--- config.mk ---
export PLATFORM = sky130hd
export DESIGN_NAME = serial_uart_bridge
export DESIGN_NICKNAME = d
export VERILOG_FILES = /design/src/rtl/serial_uart_bridge_pkg.sv /design/src/rtl/serial_uart_bridge_fifo.sv /design/src/rtl/serial_uart_bridge.sv
export SDC_FILE = /design/constraint.sdc
export NUM_CORES = 1
export LEC_CHECK = 0
export CAP_MARGIN = 20
export CORE_ASPECT_RATIO = 1.5
export CORE_MARGIN = 8
export CORE_UTILIZATION = 62
export DETAILED_ROUTE_END_ITERATION = 8
export PLACE_DENSITY = 0.76
export SLEW_MARGIN = 20
export SYNTH_ARGS = -nofsm -noshare
export SYNTH_HDL_FRONTEND = slang
export SYNTH_SLANG_ARGS = --single-unit
--- constraint.sdc ---
create_clock -name clock -period 3.85 [get_ports clock]
set_clock_uncertainty 0.15 [all_clocks]
set_input_delay 0.77 -clock clock [delete_from_list [all_inputs] [get_ports clock]]
set_output_delay 0.77 -clock clock [all_outputs]
set_load 0.1 [all_outputs]
--- src/rtl/serial_uart_bridge_pkg.sv ---
// Shared definitions for the serial UART bridge: 8N1 frame constants,
// default timing/sizing, and TX/RX state encodings.
package serial_uart_bridge_pkg;

    localparam int DATA_BITS            = 8;
    localparam int CLKS_PER_BIT_DEFAULT = 434;
    localparam int FIFO_DEPTH_DEFAULT   = 16;

    localparam logic START_BIT = 1'b0;
    localparam logic STOP_BIT  = 1'b1;

    typedef enum logic [1:0] {
        TX_IDLE  = 2'd0,
        TX_START = 2'd1,
        TX_DATA  = 2'd2,
        TX_STOP  = 2'd3
    } tx_state_t;

    typedef enum logic [1:0] {
        RX_IDLE  = 2'd0,
        RX_START = 2'd1,
        RX_DATA  = 2'd2,
        RX_STOP  = 2'd3
    } rx_state_t;

endpackage

--- src/rtl/serial_uart_bridge_fifo.sv ---
// Synchronous show-ahead FIFO; full/empty come from a registered occupancy count.
// A push at full is accepted only when a pop happens in the same cycle.
module serial_uart_bridge_fifo #(
    parameter int WIDTH = 8,
    parameter int DEPTH = 16
) (
    input  logic             clock,
    input  logic             reset,
    input  logic             push,
    input  logic [WIDTH-1:0] wdata,
    input  logic             pop,
    output logic [WIDTH-1:0] rdata,
    output logic             full,
    output logic             empty
);
    localparam int PTR_W = $clog2(DEPTH);
    localparam logic [PTR_W:0] DEPTH_C = (PTR_W+1)'(DEPTH);

    logic [WIDTH-1:0] mem_q [DEPTH];
    logic [PTR_W-1:0] wr_ptr_q, wr_ptr_d;
    logic [PTR_W-1:0] rd_ptr_q, rd_ptr_d;
    logic [PTR_W:0]   count_q, count_d;
    logic             do_push, do_pop;

    assign full  = (count_q == DEPTH_C);
    assign empty = (count_q == '0);
    // Head forced to zero while empty so the read port has a defined reset value.
    assign rdata = empty ? '0 : mem_q[rd_ptr_q];

    always_comb begin
        do_pop   = pop && !empty;
        do_push  = push && (!full || do_pop);
        wr_ptr_d = wr_ptr_q + {{(PTR_W-1){1'b0}}, do_push};
        rd_ptr_d = rd_ptr_q + {{(PTR_W-1){1'b0}}, do_pop};
        count_d  = count_q + {{PTR_W{1'b0}}, do_push} - {{PTR_W{1'b0}}, do_pop};
    end

    always_ff @(posedge clock or posedge reset) begin
        if (reset) begin
            wr_ptr_q <= '0;
            rd_ptr_q <= '0;
            count_q  <= '0;
        end else begin
            wr_ptr_q <= wr_ptr_d;
            rd_ptr_q <= rd_ptr_d;
            count_q  <= count_d;
        end
    end

    always_ff @(posedge clock) begin
        if (do_push) begin
            mem_q[wr_ptr_q] <= wdata;
        end
    end

endmodule

--- src/rtl/serial_uart_bridge.sv ---
// CPU serial port bridge: TX FIFO feeding an 8N1 serialiser, RX deserialiser
// feeding an RX FIFO, with sticky overrun and framing-error flags.
module serial_uart_bridge
    import serial_uart_bridge_pkg::*;
#(
    parameter int CLKS_PER_BIT = CLKS_PER_BIT_DEFAULT,
    parameter int FIFO_DEPTH   = FIFO_DEPTH_DEFAULT
) (
    input  logic                 clock,
    input  logic                 reset,
    input  logic [DATA_BITS-1:0] cpu_wdata_in,
    input  logic                 cpu_wren_in,
    output logic                 cpu_ready_out,
    input  logic                 cpu_rden_in,
    output logic [DATA_BITS-1:0] cpu_rdata_out,
    output logic                 cpu_valid_out,
    input  logic                 uart_rx_in,
    output logic                 uart_tx_out,
    output logic                 tx_busy_out,
    input  logic                 err_clr_in,
    output logic                 rx_overrun_out,
    output logic                 rx_frame_err_out
);
    localparam int CNT_W = $clog2(CLKS_PER_BIT);
    localparam logic [CNT_W-1:0] BIT_LAST  = CNT_W'(CLKS_PER_BIT - 1);
    localparam logic [CNT_W-1:0] HALF_LAST = CNT_W'(CLKS_PER_BIT / 2 - 1);
    localparam logic [CNT_W-1:0] CNT_ONE   = CNT_W'(1);
    localparam logic [2:0]       LAST_IDX  = 3'(DATA_BITS - 1);

    logic                 tx_full, tx_empty, tx_pop, tx_line;
    logic [DATA_BITS-1:0] tx_head;
    logic                 rx_full, rx_empty, rx_push, rx_fall, rx_stop_done;
    logic                 rx_overrun_set, rx_frame_set;

    tx_state_t            tx_state_q;
    logic [CNT_W-1:0]     tx_cnt_q;
    logic [2:0]           tx_idx_q;
    logic [DATA_BITS-1:0] tx_shift_q;
    logic                 tx_out_q;

    rx_state_t            rx_state_q;
    logic [CNT_W-1:0]     rx_cnt_q;
    logic [2:0]           rx_idx_q;
    logic [DATA_BITS-1:0] rx_shift_q;
    logic                 rx_meta_q, rx_sync_q, rx_prev_q;

    logic                 overrun_q, overrun_d;
    logic                 frame_err_q, frame_err_d;

    serial_uart_bridge_fifo #(.WIDTH(DATA_BITS), .DEPTH(FIFO_DEPTH)) u_tx_fifo (
        .clock (clock),
        .reset (reset),
        .push  (cpu_wren_in && !tx_full),
        .wdata (cpu_wdata_in),
        .pop   (tx_pop),
        .rdata (tx_head),
        .full  (tx_full),
        .empty (tx_empty)
    );

    serial_uart_bridge_fifo #(.WIDTH(DATA_BITS), .DEPTH(FIFO_DEPTH)) u_rx_fifo (
        .clock (clock),
        .reset (reset),
        .push  (rx_push),
        .wdata (rx_shift_q),
        .pop   (cpu_rden_in),
        .rdata (cpu_rdata_out),
        .full  (rx_full),
        .empty (rx_empty)
    );

    assign cpu_ready_out    = !tx_full;
    assign cpu_valid_out    = !rx_empty;
    assign uart_tx_out      = tx_out_q;
    assign tx_busy_out      = (tx_state_q != TX_IDLE) || !tx_empty;
    assign rx_overrun_out   = overrun_q;
    assign rx_frame_err_out = frame_err_q;

    always_comb begin
        tx_pop = !tx_empty &&
                 ((tx_state_q == TX_IDLE) || (tx_state_q == TX_STOP && tx_cnt_q == '0));
        case (tx_state_q)
            TX_START: tx_line = START_BIT;
            TX_DATA:  tx_line = tx_shift_q[0];
            default:  tx_line = STOP_BIT;
        endcase
    end

    // Line level is registered from the state, so it trails the FSM by one cycle.
    always_ff @(posedge clock or posedge reset) begin
        if (reset) begin
            tx_state_q <= TX_IDLE;
            tx_cnt_q   <= '0;
            tx_idx_q   <= '0;
            tx_shift_q <= '0;
            tx_out_q   <= 1'b1;
        end else begin
            tx_out_q <= tx_line;
            if (tx_pop) begin
                tx_state_q <= TX_START;
                tx_cnt_q   <= BIT_LAST;
                tx_shift_q <= tx_head;
            end else begin
                case (tx_state_q)
                    TX_IDLE: ;
                    TX_START:
                        if (tx_cnt_q == '0) begin
                            tx_state_q <= TX_DATA;
                            tx_cnt_q   <= BIT_LAST;
                            tx_idx_q   <= '0;
                        end else begin
                            tx_cnt_q <= tx_cnt_q - CNT_ONE;
                        end
                    TX_DATA:
                        if (tx_cnt_q == '0) begin
                            tx_cnt_q   <= BIT_LAST;
                            tx_shift_q <= tx_shift_q >> 1;
                            tx_idx_q   <= tx_idx_q + 3'd1;
                            if (tx_idx_q == LAST_IDX) tx_state_q <= TX_STOP;
                        end else begin
                            tx_cnt_q <= tx_cnt_q - CNT_ONE;
                        end
                    TX_STOP:
                        if (tx_cnt_q == '0) tx_state_q <= TX_IDLE;
                        else                tx_cnt_q   <= tx_cnt_q - CNT_ONE;
                endcase
            end
        end
    end

    always_ff @(posedge clock or posedge reset) begin
        if (reset) begin
            rx_meta_q <= 1'b1;
            rx_sync_q <= 1'b1;
            rx_prev_q <= 1'b1;
        end else begin
            rx_meta_q <= uart_rx_in;
            rx_sync_q <= rx_meta_q;
            rx_prev_q <= rx_sync_q;
        end
    end

    always_comb begin
        rx_fall        = rx_prev_q && !rx_sync_q;
        rx_stop_done   = (rx_state_q == RX_STOP) && (rx_cnt_q == '0);
        rx_push        = rx_stop_done && (rx_sync_q == STOP_BIT);
        rx_frame_set   = rx_stop_done && (rx_sync_q != STOP_BIT);
        // A pop in the same cycle frees a slot, so a push at full is not lost then.
        rx_overrun_set = rx_push && rx_full && !cpu_rden_in;
        overrun_d      = rx_overrun_set || (overrun_q && !err_clr_in);
        frame_err_d    = rx_frame_set || (frame_err_q && !err_clr_in);
    end

    always_ff @(posedge clock or posedge reset) begin
        if (reset) begin
            rx_state_q <= RX_IDLE;
            rx_cnt_q   <= '0;
            rx_idx_q   <= '0;
            rx_shift_q <= '0;
        end else begin
            case (rx_state_q)
                RX_IDLE:
                    if (rx_fall) begin
                        rx_state_q <= RX_START;
                        rx_cnt_q   <= HALF_LAST;
                    end
                RX_START:
                    if (rx_cnt_q == '0) begin
                        if (rx_sync_q) begin
                            rx_state_q <= RX_IDLE;
                        end else begin
                            rx_state_q <= RX_DATA;
                            rx_cnt_q   <= BIT_LAST;
                            rx_idx_q   <= '0;
                        end
                    end else begin
                        rx_cnt_q <= rx_cnt_q - CNT_ONE;
                    end
                RX_DATA:
                    if (rx_cnt_q == '0) begin
                        rx_shift_q <= {rx_sync_q, rx_shift_q[DATA_BITS-1:1]};
                        rx_cnt_q   <= BIT_LAST;
                        rx_idx_q   <= rx_idx_q + 3'd1;
                        if (rx_idx_q == LAST_IDX) rx_state_q <= RX_STOP;
                    end else begin
                        rx_cnt_q <= rx_cnt_q - CNT_ONE;
                    end
                RX_STOP:
                    if (rx_cnt_q == '0) rx_state_q <= RX_IDLE;
                    else                rx_cnt_q   <= rx_cnt_q - CNT_ONE;
            endcase
        end
    end

    always_ff @(posedge clock or posedge reset) begin
        if (reset) begin
            overrun_q   <= 1'b0;
            frame_err_q <= 1'b0;
        end else begin
            overrun_q   <= overrun_d;
            frame_err_q <= frame_err_d;
        end
    end

endmodule

==> impl_metrics.py, run 1 <==
metrics = {
    "place": {
        "placed_area_mm2": 0.0150,
        "dp_cells": 1128,
        "place_hpwl_um": 19000,
        "gp_congestion": 0.835,
        "portBuffers": 27,
        "pre_cts_slack_ns": 0.311,
    },
    "yosys": {
        "synth_cell_type_count": 72,
        "synth-edff-count": 256,
        "yosys-top-cells-area": "edfxtp_1, dfrtp_1, mux4_2, ha_1, mux2i_1",
        "synth_top_area_share_pct": 54.3,
        "synth_nets": 875,
        "syn_inst": 821,
        "synthArstFlopShare_pct": 22.9,
        "syn_area_per_cell_um2": 17.2,
        "ys_ff_latch": 332,
        "yosysTopAreaCell": "edfxtp_1",
        "yosysSeqAreaShare_pct": 67.8,
        "syn_area_mm2": 0.0141,
        "synth_ff_type": "edfxtp_1",
        "synth.yosys.warnings": 0,
    },
    "critical_path": {
        "crit_family": "multiplexers",
        "cp-end-kind": "primary output",
        "r2r_end": "u_tx_fifo.count_q[4]$_DFF_PP0_",
        "cpMaxStageDelayCell": "dfrtp_4",
        "max_stage_delay_ns": 0.61,
        "start_kind": "register",
        "crit_top_cell": "mux4_2",
        "critPathRequiredTime_ns": 2.93,
        "cp_cell_sequence": "buf_4, mux4_2, mux4_2, and2_1, buf_12",
        "crit_type": "register to primary output",
        "worstPathArrival_ns": 2.78,
        "crit_buf_inv": 2,
        "cp_max_fo": 14,
        "reg2reg_slack_ns": 0.29,
        "rr_worst_depth": 14,
        "r2r-start": "tx_cnt_q[0]$_DFFE_PP0P_",
    },
    "pwr": {
        "ir_worst_vdd_mv": 0.487,
        "p_leak_nw": 5.89,
        "pwr_density_cell_mw_per_mm2": 638,
    },
    "die": {
        "start_util_pct": 63.2,
        "num_rows": 67,
        "die_h_um": 201,
        "coreArea_mm2": 0.0224,
        "die_w_um": 139,
        "top_level_ports": 28,
        "dieArea_mm2": 0.0280,
    },
    "detailed_routing": {
        "drt_iter0_markers": 506,
        "postRouteAntennaNets": 0,
        "drc_errors": 0,
        "vias_per_cell": 6.38,
        "routed_wl_um": 27800,
        "vias": 7551,
        "dr.pass1.iters": 5,
        "routedWlPerCell_um": 23.4,
    },
    "clocking": {
        "cts_root_buf": "clkbuf_16",
        "cts_buffer_depth": 3,
        "clock_sinks": 332,
        "post_cts_buffers": 0,
        "clock_latency_ns": 0.55,
        "hold_buffers": 0,
        "clk_pin_slew_ns": 0.07,
        "cts_made_buffers": 30,
        "cts_tree": "done",
        "htree_levels": 1,
    },
    "final_layout": {
        "layout.nets": 938,
        "diodes": 0,
        "fillCellCount": 1360,
        "final-seq-area_mm2": 0.00960,
        "design_area_mm2": 0.0161,
        "multi_input_area_mm2": 0.00424,
        "area.growth.synth_to_final_pct": 13.6,
        "fin_util_pct": 71.8,
        "stdcell_count": 1184,
        "final_layout_size_suffix_gt1_share_pct": 22.1,
    },
    "timing": {
        "slew_violations": 0,
        "max_freq_mhz": 271,
        "slew_headroom_pct": 35.0,
        "setup_ws_ns": 0.154,
        "tightest_slew_ns": 0.972,
        "period_needed_ns": 3.70,
        "final.period_utilization_pct": 96.0,
        "setup_tns_ns": 0,
        "rsz0062_at_grt": "no",
        "hold_violations": 0,
        "setup_viol": 0,
    },
    "global_route": {
        "antenna_found_initial": 0,
        "grt_pass1_vias": 8119,
        "grt-ovfl-total": 0,
        "grt_max_degree": 57,
        "grt_first_pass_wirelength_um": 43800,
        "gr-usage-all-layers_pct": 20.0,
    },
    "hold_path": {
        "hold_path.startpoint": "rx_meta_q$_DFF_PP1_",
        "hp-class": "register to register",
        "min_to": "rx_sync_q$_DFF_PP1_",
        "hold_path_depth": 0,
    },
    "outcome": {
        "status": "complete, no violations",
    },
    "run": {
        "maxCapViolations": 0,
    },
}
-- cells in the final DEF, fill, tap and decap left out, drive strengths merged, types with 7 or more instances in the layout --
master         instances
mux2                  13
nand2                 18
a31oi                  9
ha                    38
xnor2                  9
inv                   42
clkbuf                35
dfrtp                 72
clkinv                 8
edfxtp               256
a22o                  15
o21ai                 11
nor2                  50
buf                   47
nand3                  8
nor2b                 11
clkdlybuf4s50         16
xor2                   8
mux2i                 19
nor3                  13
and2                  13
mux4                  72
nand4                  8
a21oi                 11
clkinvlp               7
bufinv                 7
-- flip-flops by register name, summed over array words and instances (netlist names), 5 cells and up, named ones only --
register,count
u_rx_fifo.mem_q,128
tx_cnt_q,9
u_tx_fifo.count_q,5
rx_cnt_q,9
u_rx_fifo.count_q,5
rx_shift_q,8
tx_shift_q,8
u_tx_fifo.mem_q,128
-- cell usage after synthesis, types with 3 or more instances --
cell type / instances
edfxtp_1: 256
dfrtp_1: 72
mux4_2: 72
nor2_1: 49
inv_1: 43
ha_1: 38
clkbuf_1: 19
mux2i_1: 19
nand2_1: 18
a22o_1: 15
and2_1: 13
nor3_1: 13
mux2_2: 12
a21oi_1: 11
nor2b_1: 11
a31oi_1: 9
o21ai_0: 9
xnor2_1: 9
nand3_1: 8
nand4_1: 8
xor2_1: 8
and3_1: 6
buf_2: 6
nand2b_1: 6
o211ai_1: 6
a21o_1: 5
o31ai_1: 5
a211oi_1: 4
buf_1: 4
dfstp_2: 4
nor4_1: 4
buf_6: 3
nor4b_1: 3
-- final cells by class --
type | instances | area share (%)
Clock buffer | 35 | 4.92
Clock inverter | 21 | 1.84
Inverter | 43 | 1.01
Multi-Input combinational cell | 414 | 26.4
Sequential cell | 332 | 59.7
Tap cell | 276 | 2.15
Timing Repair Buffer | 63 | 3.97
-- routing by layer --
metal	wire length, µm	vias to the layer above	global-route usage, %
met3	998	65	2.50
met2	16400	225	39.8
li1	-	3360	-
met5	0	-	0
met1	9470	3901	20.4
met4	924	0	7.99
-- cell families (layout without fill, tap and decap cells) --
logic type	count (synthesis)	count (layout)	synth area share (%)
mux	104	104	13.8
buf+inv	75	162	2.20
flops	332	332	67.8
xor+xnor	17	17	1.05
compound gates	93	93	5.05
fa+ha+maj	40	40	3.64
simple gates	160	160	6.41
-- report_power, final --
| part | switching (mW) | internal, mW |
|---|---|---|
| logic | 1.43 | 1.10 |
| clock network | 1.28 | 1.94 |
| registers | 0.330 | 4.17 |
-- how the worst max path moves through the flow --
stage                                                end  cells past startpoint                             from  slack, ns
after global routing                    cpu_rdata_out[4]                      5  u_rx_fifo.rd_ptr_q[0]$_DFF_PP0_       0.04
after floorplan           u_tx_fifo.count_q[4]$_DFF_PP0_                     11   u_tx_fifo.count_q[3]$_DFF_PP0_       0.35
after global placement    u_tx_fifo.count_q[4]$_DFF_PP0_                     14          tx_cnt_q[0]$_DFFE_PP0P_       0.44
after CTS                               cpu_rdata_out[0]                      5  u_rx_fifo.rd_ptr_q[0]$_DFF_PP0_       0.09
final                                   cpu_rdata_out[0]                      5  u_rx_fifo.rd_ptr_q[0]$_DFF_PP0_       0.15
after detailed placement  u_tx_fifo.count_q[4]$_DFF_PP0_                     14          tx_cnt_q[0]$_DFFE_PP0P_       0.31
-- stage by stage --
| stage | hold WS [ns] | total power [mW] |
|---|---|---|
| floorplan | 0.195 | 6.32 |
| global placement | 0.196 | 6.96 |
| detailed placement | 0.197 | 7.08 |
| CTS | 0.199 | 10.3 |
| global route | 0.199 | 10.7 |
| finish | 0.199 | 10.3 |
-- worst register-to-register path, delay by kind of cell, from the launching register on --
kind / cells / cell delay (ns)
AO/OA/AOI/OAI: 2 / 0.58
buffers and inverters: 3 / 0.31
XOR/XNOR: 1 / 0.12
flip-flops: 1 / 0.38
AND/OR/NAND/NOR: 4 / 0.78
adder cells (fa/ha/maj): 4 / 1.17
-- what timing repair did --
action / in CTS / in global routing
resized for setup: 1 / 0
setup endpoints to repair: 3 / 0
hold endpoints to repair: 0 / 0
No activity file was read; power rests on OpenSTA's default activity.
==> run 2, diff against run 1 <==
- CTS_CLUSTER_SIZE: unset -> 40
==> run 2 against run 1 <==
Critical path depth unchanged. Register-to-register slack hardly changed. First-iteration DRC count shrank 7.7%. Routed wire length shrank 0.69%. Non-clock buffer count did not move. Clock power hardly changed. Final area hardly changed. Largest cell class unchanged.
==> impl_metrics.py, run 2 (synthesized netlist as in run 1, its figures left out) <==
metrics = {
    "pwr": {
        "ir_worst_vdd_mv": 0.509,
        "total_power_mw": 10.2,
        "p_leak_nw": 5.90,
        "pwr_density_cell_mw_per_mm2": 637,
    },
    "timing": {
        "period_needed_ns": 3.70,
        "setup_viol": 0,
        "holdWs_ns": 0.197,
        "slew_headroom_pct": 35.0,
        "rsz0062_at_grt": "no",
        "slew_violations": 0,
        "tightest_slew_ns": 0.972,
        "hold_violations": 0,
        "max_freq_mhz": 270,
        "final.period_utilization_pct": 96.2,
        "setup_tns_ns": 0,
    },
    "final_layout": {
        "final_cell_mix": "edfxtp_1, mux4_2, dfrtp_1",
        "final_layout_size_suffix_gt1_share_pct": 22.1,
        "fin_util_pct": 71.8,
        "reg_top3": "u_rx_fifo.mem_q x128, u_tx_fifo.mem_q x128",
        "final_common_cell": "edfxtp_1",
        "area.growth.synth_to_final_pct": 13.6,
        "diodes": 0,
        "layout.nets": 938,
        "stdcell_count": 1184,
    },
    "clocking": {
        "clk_pin_slew_ns": 0.07,
        "clock_latency_ns": 0.55,
        "cts_root_buf": "clkbuf_16",
        "cts_made_buffers": 30,
        "cts_tree": "done",
        "post_cts_buffers": 0,
        "hold_buffers": 0,
        "clock_sinks": 332,
        "htree_levels": 1,
        "cts_buffer_depth": 3,
    },
    "place": {
        "gp_congestion": 0.835,
        "portBuffers": 27,
        "place_hpwl_um": 19000,
        "dp_cells": 1128,
    },
    "die": {
        "top_level_ports": 28,
        "die_h_um": 201,
        "num_rows": 67,
        "dieArea_mm2": 0.0280,
        "start_util_pct": 63.2,
        "coreArea_mm2": 0.0224,
        "die_w_um": 139,
    },
    "detailed_routing": {
        "drc_errors": 0,
        "routedWlPerCell_um": 23.3,
        "dr.pass1.iters": 5,
        "postRouteAntennaNets": 0,
        "vias": 7521,
        "drt_iter0_markers": 467,
        "routed_wl_um": 27600,
        "vias_per_cell": 6.35,
    },
    "critical_path": {
        "worstPathArrival_ns": 2.78,
        "cp_max_fo": 15,
        "cp-end-kind": "primary output",
        "crit_type": "register to primary output",
        "critPathRequiredTime_ns": 2.93,
        "start_kind": "register",
    },
    "global_route": {
        "grt_max_degree": 57,
        "gr-usage-all-layers_pct": 19.9,
        "grt-ovfl-total": 0,
        "antenna_found_initial": 0,
        "grt_first_pass_wirelength_um": 43600,
        "grt_pass1_vias": 8152,
    },
    "hold_path": {
        "hp-class": "register to register",
    },
    "outcome": {
        "status": "complete, no violations",
    },
    "run": {
        "maxCapViolations": 0,
    },
}
run 2: path summary, 6_finish.rpt:
kind | slack, ns | start | to | cells after the start
min in group asynchronous | 0.37 | reset | asynchronous set/reset pin | 2
hold reg to reg | 0.20 | rx_meta_q$_DFF_PP1_ | rx_sync_q$_DFF_PP1_ | 0
setup / recovery | 0.15 | u_rx_fifo.rd_ptr_q[0]$_DFF_PP0_ | cpu_rdata_out[6] | 5
max in group asynchronous | 2.49 | reset | uart_tx_out$_DFF_PP1_ | 3
setup reg to reg | 0.30 | tx_cnt_q[0]$_DFFE_PP0P_ | u_tx_fifo.count_q[4]$_DFF_PP0_ | 14
hold / removal | 0.20 | rx_meta_q$_DFF_PP1_ | rx_sync_q$_DFF_PP1_ | 0
run 2: what timing repair did:
action / 4_1_cts / 5_1_grt
endpoints found under the setup margin: 3 / 0
endpoints found under the hold margin: 0 / 0
gates resized for setup: 1 / 0
run 2: cell type report:
class / count / area [µm²]
repair buffers: 63 / 638
well taps: 276 / 345
inverters: 43 / 163
flip-flops and latches: 332 / 9600
fillers: 1361 / 6310
multi-input cells: 414 / 4240
clock buffers: 35 / 791
clock inverters: 21 / 295
run 2: power by group:
group	leakage, nW	total [mW]	switching, mW	internal (mW)
clock network	0.518	3.22	1.28	1.95
registers	3.26	4.50	0.329	4.17
logic	2.12	2.53	1.43	1.10
total	5.90	10.2	3.03	7.21
run 2: layer usage:
layer	part of all wire, %	track usage, %	routed length (µm)
met1	34	20.2	9470
met4	3.2	8.15	882
met2	59	39.4	16200
met5	0	0	0
met3	3.7	2.62	1020
run 2: per-stage QoR:
step                      cell area (µm²)  setup slack [ns]
final                               16100             0.148
after global routing                16100            0.0377
after CTS                           16100            0.0921
after detailed placement            15000             0.311
after global placement              15000             0.438
after floorplan                     14100             0.349
run 2: worst max-delay path, stage by stage (launching register included):
cell	delay, ns
dfrtp_4	0.62
buf_12	0.22
mux4_2	0.51
mux4_2	0.51
and2_1	0.21
buf_12	0.17
==> run 3, diff against run 2 <==
==> constraint.sdc (replaced) <==
create_clock -name clock -period 3.9 [get_ports clock]
set_clock_uncertainty 0.15 [all_clocks]
set_input_delay 1.17 -clock clock [delete_from_list [all_inputs] [get_ports clock]]
set_output_delay 1.17 -clock clock [all_outputs]
set_load 0.1 [all_outputs]
==> run 3 against run 2 <==
The run now ends with negative setup slack left. Count of clock-buffer cells in the layout grew 5. Combinational power grew 8.3%. Final area grew 0.68%. First-iteration DRC count grew 27%. Worst setup slack lost 0.19 ns. Die area is the same. Critical endpoint is now cpu_rdata_out[3]. Largest cell class unchanged.
==> impl_metrics.py, run 3 (synthesized netlist as in run 1, its figures left out) <==
metrics = {
    "timing": {
        "rsz0062_at_grt": "yes",
        "hold_violations": 0,
        "tightest_slew_ns": 0.983,
        "max_freq_mhz": 254,
        "holdWs_ns": 0.213,
        "final.period_utilization_pct": 101,
        "slew_violations": 0,
        "slew_headroom_pct": 33.9,
        "setup_ws_ns": -0.0426,
        "setup_tns_ns": -0.179,
        "period_needed_ns": 3.94,
        "setup_viol": 6,
    },
    "clocking": {
        "htree_levels": 1,
        "clock_sinks": 332,
        "clk_pin_slew_ns": 0.06,
        "cts_buffer_depth": 3,
        "cts_root_buf": "clkbuf_16",
        "cts_tree": "done",
        "cts_made_buffers": 29,
        "clock_latency_ns": 0.55,
    },
    "critical_path": {
        "cp-end-kind": "primary output",
        "cp_cell_sequence": "buf_6, buf_16, mux4_2, mux4_2, and2_4, buf_12",
        "worstPathArrival_ns": 2.62,
        "max_stage_delay_ns": 0.54,
        "crit_type": "register to primary output",
        "cp_max_fo": 5,
        "crit_top_cell": "mux4_2",
        "start_kind": "register",
        "cpMaxStageDelayCell": "mux4_2",
        "critPathRequiredTime_ns": 2.58,
    },
    "place": {
        "gp_congestion": 0.826,
        "placed_area_mm2": 0.0151,
        "portBuffers": 27,
        "dp_cells": 1135,
        "place_hpwl_um": 19100,
        "pre_cts_slack_ns": 0.383,
    },
    "die": {
        "die_w_um": 139,
        "start_util_pct": 63.2,
        "dieArea_mm2": 0.0280,
        "num_rows": 67,
        "top_level_ports": 28,
        "die_h_um": 201,
        "coreArea_mm2": 0.0224,
    },
    "final_layout": {
        "final_cell_mix": "edfxtp_1, mux4_2, dfrtp_1",
        "reg_top3": "u_rx_fifo.mem_q x128, u_tx_fifo.mem_q x128",
        "diodes": 0,
        "fin_util_pct": 72.3,
        "design_area_mm2": 0.0162,
        "stdcell_count": 1195,
        "layout.nets": 951,
        "final_common_cell": "edfxtp_1",
        "final_layout_size_suffix_gt1_share_pct": 23.8,
        "area.growth.synth_to_final_pct": 14.4,
    },
    "pwr": {
        "p_leak_nw": 6.00,
        "total_power_mw": 10.2,
        "ir_worst_vdd_mv": 0.480,
        "pwr_density_cell_mw_per_mm2": 629,
    },
    "detailed_routing": {
        "postRouteAntennaNets": 0,
        "dr.pass1.iters": 5,
        "drt_iter0_markers": 593,
        "drc_errors": 0,
        "vias_per_cell": 6.38,
        "routedWlPerCell_um": 23.8,
        "vias": 7628,
        "routed_wl_um": 28400,
    },
    "run": {
        "maxCapViolations": 0,
    },
    "global_route": {
        "gr-usage-all-layers_pct": 20.7,
        "antenna_found_initial": 0,
        "grt_max_degree": 46,
        "grt_first_pass_wirelength_um": 45200,
        "grt-ovfl-total": 0,
        "grt_pass1_vias": 8052,
    },
    "hold_path": {
        "hp-class": "register to register",
    },
    "outcome": {
        "violations": "negative setup slack",
        "status": "finished, violations left",
    },
}
run 3: path summary, 6_finish.rpt:
path	start	end	slack, ns	cells after the start
max	u_rx_fifo.rd_ptr_q[0]$_DFF_PP0_	cpu_rdata_out[3]	-0.04	6
min	rx_meta_q$_DFF_PP1_	rx_sync_q$_DFF_PP1_	0.21	0
max reg2reg	tx_cnt_q[1]$_DFFE_PP0P_	u_tx_fifo.count_q[4]$_DFF_PP0_	0.46	14
min reg2reg	rx_meta_q$_DFF_PP1_	rx_sync_q$_DFF_PP1_	0.21	0
max in group asynchronous	reset	uart_tx_out$_DFF_PP1_	2.05	3
min in group asynchronous	reset	rx_cnt_q[0]$_DFFE_PP0P_	0.85	2
run 3: cell type report:
type	count	area (µm²)
Fill cell	1322	6200
Clock inverter	13	218
Inverter	43	163
Tap cell	276	345
Sequential cell	332	9600
Multi-Input combinational cell	414	4260
Clock buffer	40	797
Timing Repair Buffer	77	807
run 3: where the power goes:
part,internal (mW),total [mW],switching (mW)
Sequential,4.11,4.40,0.282
Clock,1.82,3.04,1.22
Combinational,1.24,2.74,1.50
Total,7.18,10.2,3.01
run 3: worst max-delay path: cells and delay by family, from the launching register on:
kind | cells | cell delay, ns
multiplexers | 2 | 1.03
AND/OR/NAND/NOR | 1 | 0.18
flip-flops | 1 | 0.42
buffers and inverters | 3 | 0.43
run 3: repair_timing:
item	CTS	global route
hold buffers	0	0
cloned	2	0
setup endpoints to repair	8	8
gates resized for setup	12	1
setup buffers	6	0
run 3: routing by layer:
metal | up-vias | part of all wire (%) | GRT usage [%]
met5 | - | 0 | 0
met2 | 203 | 57 | 39.9
met4 | 0 | 3.2 | 7.67
met3 | 66 | 3.9 | 2.59
met1 | 3964 | 36 | 22.4
li1 | 3395 | - | -
